### config.mk
export PLATFORM = sky130hd
export DESIGN_NAME = seq_chunk_adder_flat
export DESIGN_NICKNAME = d
export VERILOG_FILES = /design/src/rtl/adder_pkg.sv /design/src/rtl/seq_chunk_adder_if.sv /design/src/rtl/chunk_adder.sv /design/src/rtl/seq_chunk_adder.sv /design/src/flat_wrapper.sv
export SDC_FILE = /design/constraint.sdc
export NUM_CORES = 1
export LEC_CHECK = 0
export ABC_AREA = 1
export BUFFER_PORTS_ARGS = -buffer_cell sky130_fd_sc_hd__buf_2
export CAP_MARGIN = 5
export CORE_MARGIN = 4
export CORE_UTILIZATION = 44
export DETAILED_ROUTE_END_ITERATION = 12
export HOLD_SLACK_MARGIN = 0.03
export PLACE_DENSITY = 0.74
export SKIP_LAST_GASP = 1
export SYNTH_ARGS = -nofsm -noshare
export SYNTH_HDL_FRONTEND = slang
export SYNTH_SLANG_ARGS = --single-unit
### constraint.sdc
create_clock -name clk -period 7.85 [get_ports clk]
set_input_delay 0 -clock clk [delete_from_list [all_inputs] [get_ports clk]]
set_output_delay 0 -clock clk [all_outputs]
set_load 0.01 [all_outputs]
### src/rtl/adder_pkg.sv
// Shared types and defaults for the sequential chunked adder.
// The state encoding lives here so every file agrees on it.
package adder_pkg;

    localparam int DEF_WIDTH = 16;
    localparam int DEF_CHUNK = 4;

    typedef logic [1:0] state_t;

    localparam state_t IDLE = 2'd0;
    localparam state_t RUN  = 2'd1;
    localparam state_t DONE = 2'd2;

    // A one-chunk adder still needs a one-bit index register.
    function automatic int idx_width(input int n);
        return (n > 1) ? $clog2(n) : 1;
    endfunction

endpackage

### src/rtl/seq_chunk_adder_if.sv
// Request/result bundle for seq_chunk_adder.
// The op pin exists only when ADDER_SUB_EN is defined.
interface seq_chunk_adder_if
    import adder_pkg::*;
#(
    parameter int WIDTH = DEF_WIDTH
);

    logic             start;
    logic [WIDTH-1:0] a;
    logic [WIDTH-1:0] b;
    logic             carry_in;
`ifdef ADDER_SUB_EN
    logic             op;
`endif
    logic             busy;
    logic             done;
    logic [WIDTH-1:0] sum;
    logic             carry_out;

`ifdef ADDER_SUB_EN
    modport master (output start, a, b, carry_in, op,
                    input  busy, done, sum, carry_out);
    modport slave  (input  start, a, b, carry_in, op,
                    output busy, done, sum, carry_out);
`else
    modport master (output start, a, b, carry_in,
                    input  busy, done, sum, carry_out);
    modport slave  (input  start, a, b, carry_in,
                    output busy, done, sum, carry_out);
`endif

endinterface

### src/rtl/chunk_adder.sv
// Combinational CHUNK-bit ripple-carry adder, shared by every chunk
// of the sequential adder.
module chunk_adder
    import adder_pkg::*;
#(
    parameter int CHUNK = DEF_CHUNK
) (
    input  logic [CHUNK-1:0] a,
    input  logic [CHUNK-1:0] b,
    input  logic             carry_in,
    output logic [CHUNK-1:0] sum,
    output logic             carry_out
);

    logic ripple;

    always_comb begin
        ripple = carry_in;
        sum    = '0;
        for (int i = 0; i < CHUNK; i++) begin
            sum[i] = a[i] ^ b[i] ^ ripple;
            ripple = (a[i] & b[i]) | (ripple & (a[i] ^ b[i]));
        end
        carry_out = ripple;
    end

endmodule

### src/rtl/seq_chunk_adder.sv
// Multi-cycle adder: one CHUNK-bit slice per RUN cycle through a single
// chunk_adder. Defining ADDER_SUB_EN adds the op pin (1 = a - b).
module seq_chunk_adder
    import adder_pkg::*;
#(
    parameter int WIDTH = DEF_WIDTH,
    parameter int CHUNK = DEF_CHUNK
) (
    input logic               clk,
    input logic               rst_n,
    seq_chunk_adder_if.slave  bus
);

    localparam int N     = WIDTH / CHUNK;
    localparam int IDX_W = idx_width(N);

    state_t           state;
    logic [WIDTH-1:0] a_reg;
    logic [WIDTH-1:0] b_reg;
    logic [WIDTH-1:0] acc;
    logic [WIDTH-1:0] acc_next;
    logic [WIDTH-1:0] sum_reg;
    logic             carry;
    logic             carry_out_reg;
    logic [IDX_W-1:0] idx;
    logic             last;

    logic [WIDTH-1:0] b_capture;
    logic             carry_capture;

    logic [CHUNK-1:0] chunk_a;
    logic [CHUNK-1:0] chunk_b;
    logic [CHUNK-1:0] chunk_sum;
    logic             chunk_co;

    // Subtraction is folded in at capture time as a + ~b + 1.
`ifdef ADDER_SUB_EN
    assign b_capture     = bus.op ? ~bus.b : bus.b;
    assign carry_capture = bus.op ? 1'b1   : bus.carry_in;
`else
    assign b_capture     = bus.b;
    assign carry_capture = bus.carry_in;
`endif

    assign chunk_a = a_reg[idx*CHUNK +: CHUNK];
    assign chunk_b = b_reg[idx*CHUNK +: CHUNK];
    assign last    = (idx == IDX_W'(N - 1));

    chunk_adder #(
        .CHUNK(CHUNK)
    ) u_chunk (
        .a        (chunk_a),
        .b        (chunk_b),
        .carry_in (carry),
        .sum      (chunk_sum),
        .carry_out(chunk_co)
    );

    always_comb begin
        acc_next = acc;
        acc_next[idx*CHUNK +: CHUNK] = chunk_sum;
    end

    // sum is written only from the completed accumulator, so partial
    // results never reach the output.
    always_ff @(posedge clk or negedge rst_n) begin
        if (!rst_n) begin
            state         <= IDLE;
            a_reg         <= '0;
            b_reg         <= '0;
            acc           <= '0;
            sum_reg       <= '0;
            carry         <= 1'b0;
            carry_out_reg <= 1'b0;
            idx           <= '0;
        end else begin
            case (state)
                IDLE, DONE: begin
                    if (bus.start) begin
                        a_reg <= bus.a;
                        b_reg <= b_capture;
                        carry <= carry_capture;
                        acc   <= '0;
                        idx   <= '0;
                        state <= RUN;
                    end else begin
                        state <= IDLE;
                    end
                end
                RUN: begin
                    acc   <= acc_next;
                    carry <= chunk_co;
                    if (last) begin
                        sum_reg       <= acc_next;
                        carry_out_reg <= chunk_co;
                        state         <= DONE;
                    end else begin
                        idx <= idx + IDX_W'(1);
                    end
                end
                default: state <= IDLE;
            endcase
        end
    end

    assign bus.busy      = (state == RUN);
    assign bus.done      = (state == DONE);
    assign bus.sum       = sum_reg;
    assign bus.carry_out = carry_out_reg;

endmodule

### src/flat_wrapper.sv
// flat-port wrapper written by rule: the top's interface ports become plain ports
module seq_chunk_adder_flat import adder_pkg::*;
#(
    parameter int WIDTH = DEF_WIDTH,
    parameter int CHUNK = DEF_CHUNK
)
  (clk, rst_n, bus_start, bus_a, bus_b, bus_carry_in, bus_busy, bus_done, bus_sum, bus_carry_out);
  seq_chunk_adder_if #(.WIDTH(WIDTH)) bus_i ();
  input logic clk;
  input logic rst_n;
  input wire logic [$bits(bus_i.start)-1:0] bus_start;
  input wire logic [$bits(bus_i.a)-1:0] bus_a;
  input wire logic [$bits(bus_i.b)-1:0] bus_b;
  input wire logic [$bits(bus_i.carry_in)-1:0] bus_carry_in;
  output wire logic [$bits(bus_i.busy)-1:0] bus_busy;
  output wire logic [$bits(bus_i.done)-1:0] bus_done;
  output wire logic [$bits(bus_i.sum)-1:0] bus_sum;
  output wire logic [$bits(bus_i.carry_out)-1:0] bus_carry_out;
  assign bus_i.start = bus_start;
  assign bus_i.a = bus_a;
  assign bus_i.b = bus_b;
  assign bus_i.carry_in = bus_carry_in;
  assign bus_busy = bus_i.busy;
  assign bus_done = bus_i.done;
  assign bus_sum = bus_i.sum;
  assign bus_carry_out = bus_i.carry_out;
  seq_chunk_adder #(.WIDTH(WIDTH), .CHUNK(CHUNK)) u_core (.clk(clk), .rst_n(rst_n), .bus(bus_i));
endmodule
==> metrics.yaml <==
timing:
  setup_tns_ns: 0
  fin_crit_ns: 3.46
  slew_viol_final: 0
  setup_viol: 0
  worst_clock_skew_ns: 0.00936
  layout_setup_ws_ns: 4.39
  max-slew-margin-rel: 0.402
  tightest_slew_ns: 0.897
  finalCritPeriodShare: 0.441
  holdWs_ns: 0.183
  hold_viol_final: 0
  rsz0062_at_grt: "no"
  fmax_mhz: 289
power_and_ir_drop:
  p_leak_nw: 2.38
  total_power_mw: 1.68
  vdd_drop_max_uv: 169
  p_per_area_nw_per_um2: 393
floorplan:
  io_pins: 55
  coreArea_um2: 7690
  start_util: 0.449
  die-area_um2: 9330
  rows: 32
  die_x_um: 96.6
  die_h_um: 96.6
clocking:
  htreeDepth: 3
  cts_resized: 0
  clk_pin_slew_ns: 0.07
  cts_root_buf: "clkbuf_8"
  cts_setup_buffers: 0
  cts.sinks: 70
  tritoncts: "built"
  clock_path_buffers: 2
  cts_buffers: 9
  insertion_delay_ns: 0.35
run:
  maxCapViolCount: 0
critical_path:
  path_cells: "inv_2, nand2_1, nand3_1, nand2_1, fa_1, inv_1, fa_1, inv_1, fa_1, inv_1, fa_1, nand3_1, o21bai_1, nand2_1, nand2_1"
  cp_top_family: "adder cells"
  slowest_delay_ns: 0.89
  path_buf_inv: 4
  crit_fanout: 28
  worstPathArrival_ns: 3.75
  critical_path.startpoint_type: "flop"
  reg2reg_slack_ns: 4.39
  end_kind: "flop"
  required_ns: 8.14
  crit_slowest_cell: "dfrtp_1"
  setup.worst_path.class: "flop to flop"
synth:
  syn_avg_cell_area_um2: 7.80
  ys_seq_area_frac: 0.507
  synth_area_leader_cell: "dfrtp_1"
  synth_area_leaders: "dfrtp_1 51%, nand2_1 23%, nand3_1 8.0%, inv_1 2.6%, nor2_1 2.4%"
  synth_cells: 443
  synth_fp_nets: 489
  synth_seq_cells: 70
  synth_async_sr_flop_share: 1.00
  synth_top_area_share: 0.507
  synth_edf_count: 0
  synthesis.area_um2: 3450
  synth_cell_types: 22
  synth_warnings: 0
  ys.flop_type: "dfrtp_1"
routing:
  drc_errors: 0
  routed_wl_um: 7910
  ant_nets: 0
  via_per_inst: 4.84
  vias: 3047
  firstDrtPassIters: 4
  wl_per_cell_um: 12.6
  drt-initial-drc-count: 123
global_routing:
  overflow: 0
  grt_usage: 0.187
  grt_pass1_wl_um: 14400
  antenna_found_initial: 0
  grt_max_degree: 71
  first_global_vias: 3082
cells_and_area:
  design_area_um2: 4280
  n_antenna_cell: 0
  fin_nets: 569
  fillers: 741
  syn_to_final_growth_pct: 24.0
  final_layout_size_suffix_gt1_frac: 0.152
placed_design:
  gp_congestion: 0.853
  port_buffers: 54
  dp_slack_ns: 4.41
  hpwlAfterDp_um: 5240
  placed_area_um2: 3750
hold_path:
  hp-class: "input pin to flop"
run_status:
  status: "finished, final reports clean"
## layout by cell type (no fill, tap or decap)
cell type and n:
nand2_2 1, inv_2 5, ha_1 6, nand3_1 55
nor3_1 1, nor2_1 22, dlygate4sd3_1 34, o21bai_1 6
clkinvlp_4 4, nand2_1 208, nand2_4 1, inv_1 24
o21ai_0 13, nor2_8 1, fa_1 4, or2_2 1
clkinv_1 1, dfrtp_1 70, clkbuf_8 12, buf_2 54
buf_4 1, o22ai_1 4
## metal layers
metal | GRT usage | wire [µm]
met5 | 0 | 0
met4 | 0.0421 | 65
met3 | 0.0562 | 424
met2 | 0.313 | 3830
met1 | 0.239 | 3580
## cell type report
type / instances / area [µm²] / area share
Tap cell: 102 / 128 / 0.0298
Timing Repair Buffer: 89 / 618 / 0.144
Multi-Input combinational cell: 323 / 1480 / 0.345
Clock buffer: 12 / 165 / 0.0386
Sequential cell: 70 / 1750 / 0.409
Clock inverter: 4 / 30.0 / 0.00701
Inverter: 30 / 113 / 0.0263
## where the power goes
part | internal, mW | switching, mW | leakage, nW
Sequential | 0.512 | 0.115 | 0.910
Combinational | 0.276 | 0.505 | 1.38
Clock | 0.140 | 0.136 | 0.0869
Total | 0.928 | 0.756 | 2.38
## tightest hold or removal path, cell delays in order
cell,delay (ns)
buf_2,0.29
nand3_1,0.16
nand2_1,0.05
## cells by family after synthesis
kind of cell	Yosys count	synth area share
simple gates	290	0.344
compound gates	23	0.0391
flops	70	0.507
buf+inv	50	0.0652
fa+ha+maj	10	0.0449
## final timing paths
path,startpoint,endpoint,cells after the start
min in group asynchronous,rst_n,u_core.bus.sum[6],3
hold reg to reg,u_core.acc[1],u_core.acc[1],2
hold / removal,bus_start,u_core.b_reg[9],3
setup / recovery,u_core.idx[0],u_core.bus.sum[15],15
setup reg to reg,u_core.idx[0],u_core.bus.sum[15],15
max in group asynchronous,rst_n,u_core.bus.sum[3],3
## stage by stage
stage / util / instances
2_1_floorplan: - / 443
3_3_place_gp: 0.487 / 580
3_5_place_dp: 0.487 / 580
4_1_cts: 0.557 / 630
5_1_grt: 0.557 / 630
6_report: 0.557 / 630
## cell usage after synthesis (5+ instances only)
cell type / number
nand3_1: 55
o21bai_1: 6
inv_2: 5
dfrtp_1: 70
clkbuf_1: 5
inv_1: 24
nor2_1: 22
o21ai_0: 13
buf_2: 9
ha_1: 6
nand2_1: 208
## timing repair
| action | 4_1_cts | 5_1_grt |
|---|---|---|
| hold buffers | 34 | 0 |
| endpoints found under the hold margin | 103 | 0 |
| setup endpoints to repair | 0 | 0 |
Power figures use the tool's default switching activity.
